==> config.mk <==
export PLATFORM = sky130hd
export DESIGN_NAME = sar_ctrl_param
export DESIGN_NICKNAME = d
export VERILOG_FILES = /design/src/rtl/sar_ctrl_param.sv
export SDC_FILE = /design/constraint.sdc
export NUM_CORES = 1
export LEC_CHECK = 0
export ABC_AREA = 0
export CELL_PAD_IN_SITES_DETAIL_PLACEMENT = 1
export CELL_PAD_IN_SITES_GLOBAL_PLACEMENT = 2
export CORE_MARGIN = 2
export CORE_UTILIZATION = 25
export DETAILED_ROUTE_END_ITERATION = 8
export PLACE_DENSITY = 0.76
export SLEW_MARGIN = 20
export SYNTH_ARGS = -nofsm -noshare
export SYNTH_HDL_FRONTEND = slang
export SYNTH_SLANG_ARGS = --single-unit
==> constraint.sdc <==
create_clock -name CLK -period 1.5 [get_ports CLK]
set_input_delay 0.3 -clock CLK [delete_from_list [all_inputs] [get_ports CLK]]
set_output_delay 0.3 -clock CLK [all_outputs]
set_load 0.005 [all_outputs]
==> src/rtl/sar_ctrl_param.sv <==
// sar_ctrl_param - parametrised SAR ADC conversion controller.
//
// Runs a SAMPLE_CYCLES-long sample phase (SAR_RESET high), then NBITS
// binary-search bit cycles, MSB first, driven by the comparator. The
// running trial code goes to the capacitive DAC. The one-hot bit enable
// goes to the per-bit logic. The finished code is registered on RESULT
// and announced by a one-cycle DONE pulse. The LSB decision is folded
// straight into RESULT, so no separate LSB latch is needed downstream.
//
// Build option:
//   SAR_CONT_CONV_EN  continuous mode. The controller leaves IDLE on its
//                     own after reset, always re-samples after DONE and
//                     ignores START.
//
// Parameters:
//   NBITS          resolution / number of bit cycles (2..16)
//   SAMPLE_CYCLES  length of the sample phase in cycles (1..15)
//
// Ports:
//   CLK        in   system clock, rising edge
//   RESET      in   synchronous active-high reset
//   START      in   conversion request, sampled in IDLE and DONE
//   VCOMP      in   comparator, 1 = Vin >= Vdac (keep trial bit)
//   SAR_RESET  out  high during SAMPLE
//   BUSY       out  high outside IDLE
//   BITEN      out  one-hot bit under test, zero outside CONVERT
//   DAC_CODE   out  decided bits OR trial bit, zero outside CONVERT
//   RESULT     out  last completed conversion
//   DONE       out  one-cycle pulse when RESULT takes a new value
//
// Every output is a flop, so no combinational path runs from VCOMP or
// START to any output.

module sar_ctrl_param #(
    parameter int NBITS         = 4,
    parameter int SAMPLE_CYCLES = 1
) (
    input  logic             CLK,
    input  logic             RESET,
    input  logic             START,
    input  logic             VCOMP,
    output logic             SAR_RESET,
    output logic             BUSY,
    output logic [NBITS-1:0] BITEN,
    output logic [NBITS-1:0] DAC_CODE,
    output logic [NBITS-1:0] RESULT,
    output logic             DONE
);

    if (NBITS < 2 || NBITS > 16) begin : g_bad_nbits
        $fatal(1, "sar_ctrl_param: NBITS=%0d outside 2..16", NBITS);
    end
    if (SAMPLE_CYCLES < 1 || SAMPLE_CYCLES > 15) begin : g_bad_sample
        $fatal(1, "sar_ctrl_param: SAMPLE_CYCLES=%0d outside 1..15", SAMPLE_CYCLES);
    end

    // The sample counter needs at least one bit, even when SAMPLE_CYCLES is 1.
    localparam int CW = (SAMPLE_CYCLES > 1) ? $clog2(SAMPLE_CYCLES) : 1;
    localparam int KW = $clog2(NBITS);

    localparam logic [CW-1:0]    CNT_LAST = CW'(SAMPLE_CYCLES - 1);
    localparam logic [KW-1:0]    K_TOP    = KW'(NBITS - 1);
    localparam logic [NBITS-1:0] ONE      = NBITS'(1);

    typedef enum logic [1:0] {
        S_IDLE    = 2'd0,
        S_SAMPLE  = 2'd1,
        S_CONVERT = 2'd2,
        S_DONE    = 2'd3
    } state_t;

    state_t           state;
    logic [CW-1:0]    cnt;
    logic [KW-1:0]    k;
    logic [NBITS-1:0] work;
    logic [NBITS-1:0] work_nx;
    logic             go;

`ifdef SAR_CONT_CONV_EN
    // START is ignored in this mode. It is still referenced so the port
    // stays connected.
    assign go = START | 1'b1;
`else
    assign go = START;
`endif

    // Working register with the bit under test replaced by the comparator decision.
    always_comb begin
        work_nx    = work;
        work_nx[k] = VCOMP;
    end

    always_ff @(posedge CLK) begin
        if (RESET) begin
            state     <= S_IDLE;
            cnt       <= '0;
            k         <= '0;
            work      <= '0;
            SAR_RESET <= 1'b0;
            BUSY      <= 1'b0;
            BITEN     <= '0;
            DAC_CODE  <= '0;
            RESULT    <= '0;
            DONE      <= 1'b0;
        end else begin
            DONE <= 1'b0;
            case (state)
                S_IDLE: begin
                    if (go) begin
                        state     <= S_SAMPLE;
                        cnt       <= '0;
                        work      <= '0;
                        SAR_RESET <= 1'b1;
                        BUSY      <= 1'b1;
                    end
                end
                S_SAMPLE: begin
                    work <= '0;
                    if (cnt == CNT_LAST) begin
                        state     <= S_CONVERT;
                        k         <= K_TOP;
                        SAR_RESET <= 1'b0;
                        BITEN     <= ONE << K_TOP;
                        DAC_CODE  <= ONE << K_TOP;
                    end else begin
                        cnt <= cnt + 1'b1;
                    end
                end
                S_CONVERT: begin
                    work <= work_nx;
                    if (k == '0) begin
                        // The LSB decision goes directly into RESULT.
                        state    <= S_DONE;
                        RESULT   <= work_nx;
                        BITEN    <= '0;
                        DAC_CODE <= '0;
                        DONE     <= 1'b1;
                    end else begin
                        k        <= k - 1'b1;
                        BITEN    <= ONE << (k - 1'b1);
                        DAC_CODE <= work_nx | (ONE << (k - 1'b1));
                    end
                end
                S_DONE: begin
                    if (go) begin
                        state     <= S_SAMPLE;
                        cnt       <= '0;
                        work      <= '0;
                        SAR_RESET <= 1'b1;
                    end else begin
                        state <= S_IDLE;
                        BUSY  <= 1'b0;
                    end
                end
                default: begin
                    state     <= S_IDLE;
                    SAR_RESET <= 1'b0;
                    BUSY      <= 1'b0;
                    BITEN     <= '0;
                    DAC_CODE  <= '0;
                end
            endcase
        end
    end

endmodule

==> results.json <==
{
  "outcome": "complete, no violations",
  "syn_nets": 146,
  "path_buf_inv": 1,
  "wl_per_cell_um": 14.1,
  "critPathSlowestCell": "clkdlybuf4s50_1",
  "fp.dieH_um": 72.6,
  "syn_to_final_growth_pct": 32.4,
  "multi_input_area_um2": 678,
  "num_vias": 988,
  "r2r_setup_slack_ns": 0.09,
  "crit_chain": "clkdlybuf4s50_1",
  "utilization_pct": 35.0,
  "antenna_found_initial": 0,
  "p_per_area_mw_per_mm2": 1750,
  "grt_usage_pct": 12.8,
  "postRouteAntennaNets": 0,
  "grt-ovfl-total": 0,
  "die_area_mm2": 0.00526,
  "vias_per_cell": 4.70,
  "post-cts-setup-buffers": 0,
  "crit_family": "buffers and inverters",
  "ir_drop_uv": 705,
  "synth_edf_count": 0,
  "die_w_um": 72.6,
  "cp.arrival_ns": 1.13,
  "synthFlopType": "dfxtp_1",
  "firstDrtPassIters": 4,
  "synth_seq_cells": 23,
  "port_buffers": 18,
  "ys_seq_area_share_pct": 39.2,
  "cts_made_buffers": 3,
  "clk_path_buf_depth": 2,
  "insertion_delay_ns": 0.27,
  "diodes": 0,
  "max_slew_margin_pct": 78.6,
  "core-area_mm2": 0.00444,
  "finalHoldViolCount": 0,
  "hpwl_um": 2240,
  "yosysUniqueCellTypes": 28,
  "path_max_fanout": 2,
  "period_share_pct": 95.4,
  "drt-initial-drc-count": 42,
  "drive_gt1_share_pct": 18.4,
  "final.fill_count": 516,
  "wirelength_um": 2960,
  "io_pins": 19,
  "cts_tree": "yes",
  "max_cap_viol_count": 0,
  "htreeDepth": 1,
  "worst_setup_path_end_kind": "output pin",
  "period_minus_slack_ns": 1.43,
  "cp.required_ns": 1.20,
  "rows": 24,
  "clkTransAtPathRegs_ns": 0.08,
  "gp_congestion": 0.878,
  "grt_max_degree": 15,
  "setup_viol": 0,
  "rsz0062_at_grt": "false",
  "cts_sinks": 23,
  "dpl_cell_area_mm2": 0.00147,
  "clock_skew_ns": 0.00162,
  "ys.warnings.count": 0,
  "tightestPinTransition_ns": 0.312,
  "netlist_area_mm2": 0.00117,
  "regArea_um2": 464,
  "grt_pass1_vias": 1072,
  "nets": 175,
  "maxSlewViolCount": 0,
  "async_reset_ff_share_pct": 0,
  "fmax_mhz": 699,
  "p_leak_nw": 0.601,
  "worstSetupPathType": "flip-flop to output pin",
  "critPathLaunchType": "flip-flop",
  "fin_area_mm2": 0.00156,
  "slowest_delay_ns": 0.51,
  "dp_cells": 206,
  "clock-root-buffer": "clkbuf_8",
  "ctsHoldBuffers": 0,
  "fin_cells": 210,
  "start_util_pct": 26.4,
  "hold_class": "flip-flop to flip-flop",
  "avgSynthCellArea_um2": 9.04,
  "synthCells": 130,
  "drc": 0,
  "grt_pass1_wl_um": 5260
}
## where the power goes
group          total, W  internal [W]  switching [W]
sequential     0.000834      0.000754      0.0000805
clock          0.000394      0.000190       0.000204
combinational   0.00149      0.000750       0.000737
total           0.00272       0.00169        0.00102
## final timing paths
path              from          end  cells after the start
min          RESULT[0]    RESULT[0]                      2
max reg2reg       k[1]  DAC_CODE[1]                      5
min reg2reg  RESULT[0]    RESULT[0]                      2
max           BITEN[1]     BITEN[1]                      1
## sequential cells by signal, indices dropped and copies added (netlist names)
register	cells
state	2
k	2
BUSY	1
BITEN	4
DONE	1
work	4
SAR_RESET	1
RESULT	4
DAC_CODE	4
## cell usage after synthesis (2+ instances only)
| cell type | number | share of area [%] |
|---|---|---|
| buf_6 | 3 | 2.9 |
| a21o_1 | 3 | 1.9 |
| nand3_1 | 4 | 1.7 |
| clkbuf_1 | 2 | 0.64 |
| nor2b_1 | 4 | 2.1 |
| nor2_1 | 9 | 2.9 |
| and2b_2 | 2 | 1.5 |
| a21oi_1 | 16 | 6.8 |
| nand2b_1 | 9 | 4.8 |
| o21ai_0 | 6 | 2.6 |
| a211o_1 | 2 | 1.5 |
| nand2_1 | 8 | 2.6 |
| ha_1 | 12 | 13 |
| mux2i_1 | 4 | 3.4 |
| inv_1 | 6 | 1.9 |
| dfxtp_1 | 23 | 39 |
| a211oi_1 | 6 | 3.8 |
## final cells by class
class                           count  share of cell area [%]
Multi-Input combinational cell     94                    43.6
Timing Repair Buffer               31                    18.0
Clock buffer                        4                    2.90
Sequential cell                    23                    29.8
Inverter                            6                    1.45
Tap cell                           52                    4.18
## layer usage
layer  vias to the layer above  track usage, %  wire (µm)
met4                         0            3.09         31
met2                        16            21.9       1450
met1                       468            15.7       1350
met5                         -               0          0
met3                         4            3.89        120
li1                        500               -          -
## what timing repair did
item                                    CTS  global route
pin swaps                                 0             1
resized for setup                         4             6
endpoints found under the setup margin    8            19
## cells in the final DEF (no fill, tap or decap)
| cell | count |
|---|---|
| and2b_2 | 2 |
| a211oi_1 | 6 |
| clkdlybuf4s50_1 | 17 |
| a31oi_1 | 1 |
| o22ai_1 | 1 |
| nand3_1 | 4 |
| nand2b_1 | 8 |
| o21bai_1 | 1 |
| inv_2 | 1 |
| o211a_1 | 1 |
| or2_2 | 1 |
| dlymetal6s2s_1 | 1 |
| dfxtp_1 | 20 |
| a311oi_1 | 1 |
| a211o_1 | 2 |
| clkbuf_1 | 1 |
| dfxtp_2 | 3 |
| clkbuf_8 | 3 |
| nor2b_1 | 4 |
| mux2i_1 | 4 |
| nand2_1 | 8 |
| a21o_1 | 3 |
| and2_4 | 1 |
| ha_1 | 9 |
| o21ai_0 | 6 |
| o211ai_1 | 1 |
| a21oi_1 | 16 |
| nand2b_2 | 1 |
| a21oi_2 | 1 |
| nor2_1 | 9 |
| buf_4 | 13 |
| inv_1 | 5 |
| ha_4 | 3 |
## logic make-up after synthesis
| group | Yosys count | share of synthesized area (%) |
|---|---|---|
| and+or+nand+nor | 38 | 16.8 |
| adders and majority gates | 12 | 12.8 |
| buffers and inverters | 13 | 6.50 |
| DFF | 23 | 39.2 |
| muxes | 4 | 3.41 |
| AOI/OAI and AO/OA | 40 | 21.3 |
## stage by stage
step           setup WS (ns)  hold WS (ns)  TNS, ns  total power, W
2_1_floorplan        0.00778         0.365        0         0.00176
3_5_place_dp          -0.159         0.452   -0.260         0.00222
6_report              0.0690         0.460        0         0.00272
5_1_grt              0.00429         0.509        0         0.00297
3_3_place_gp          0.0100         0.449        0         0.00215
4_1_cts               0.0180         0.464        0         0.00267
(Power assumes the default switching activity.)
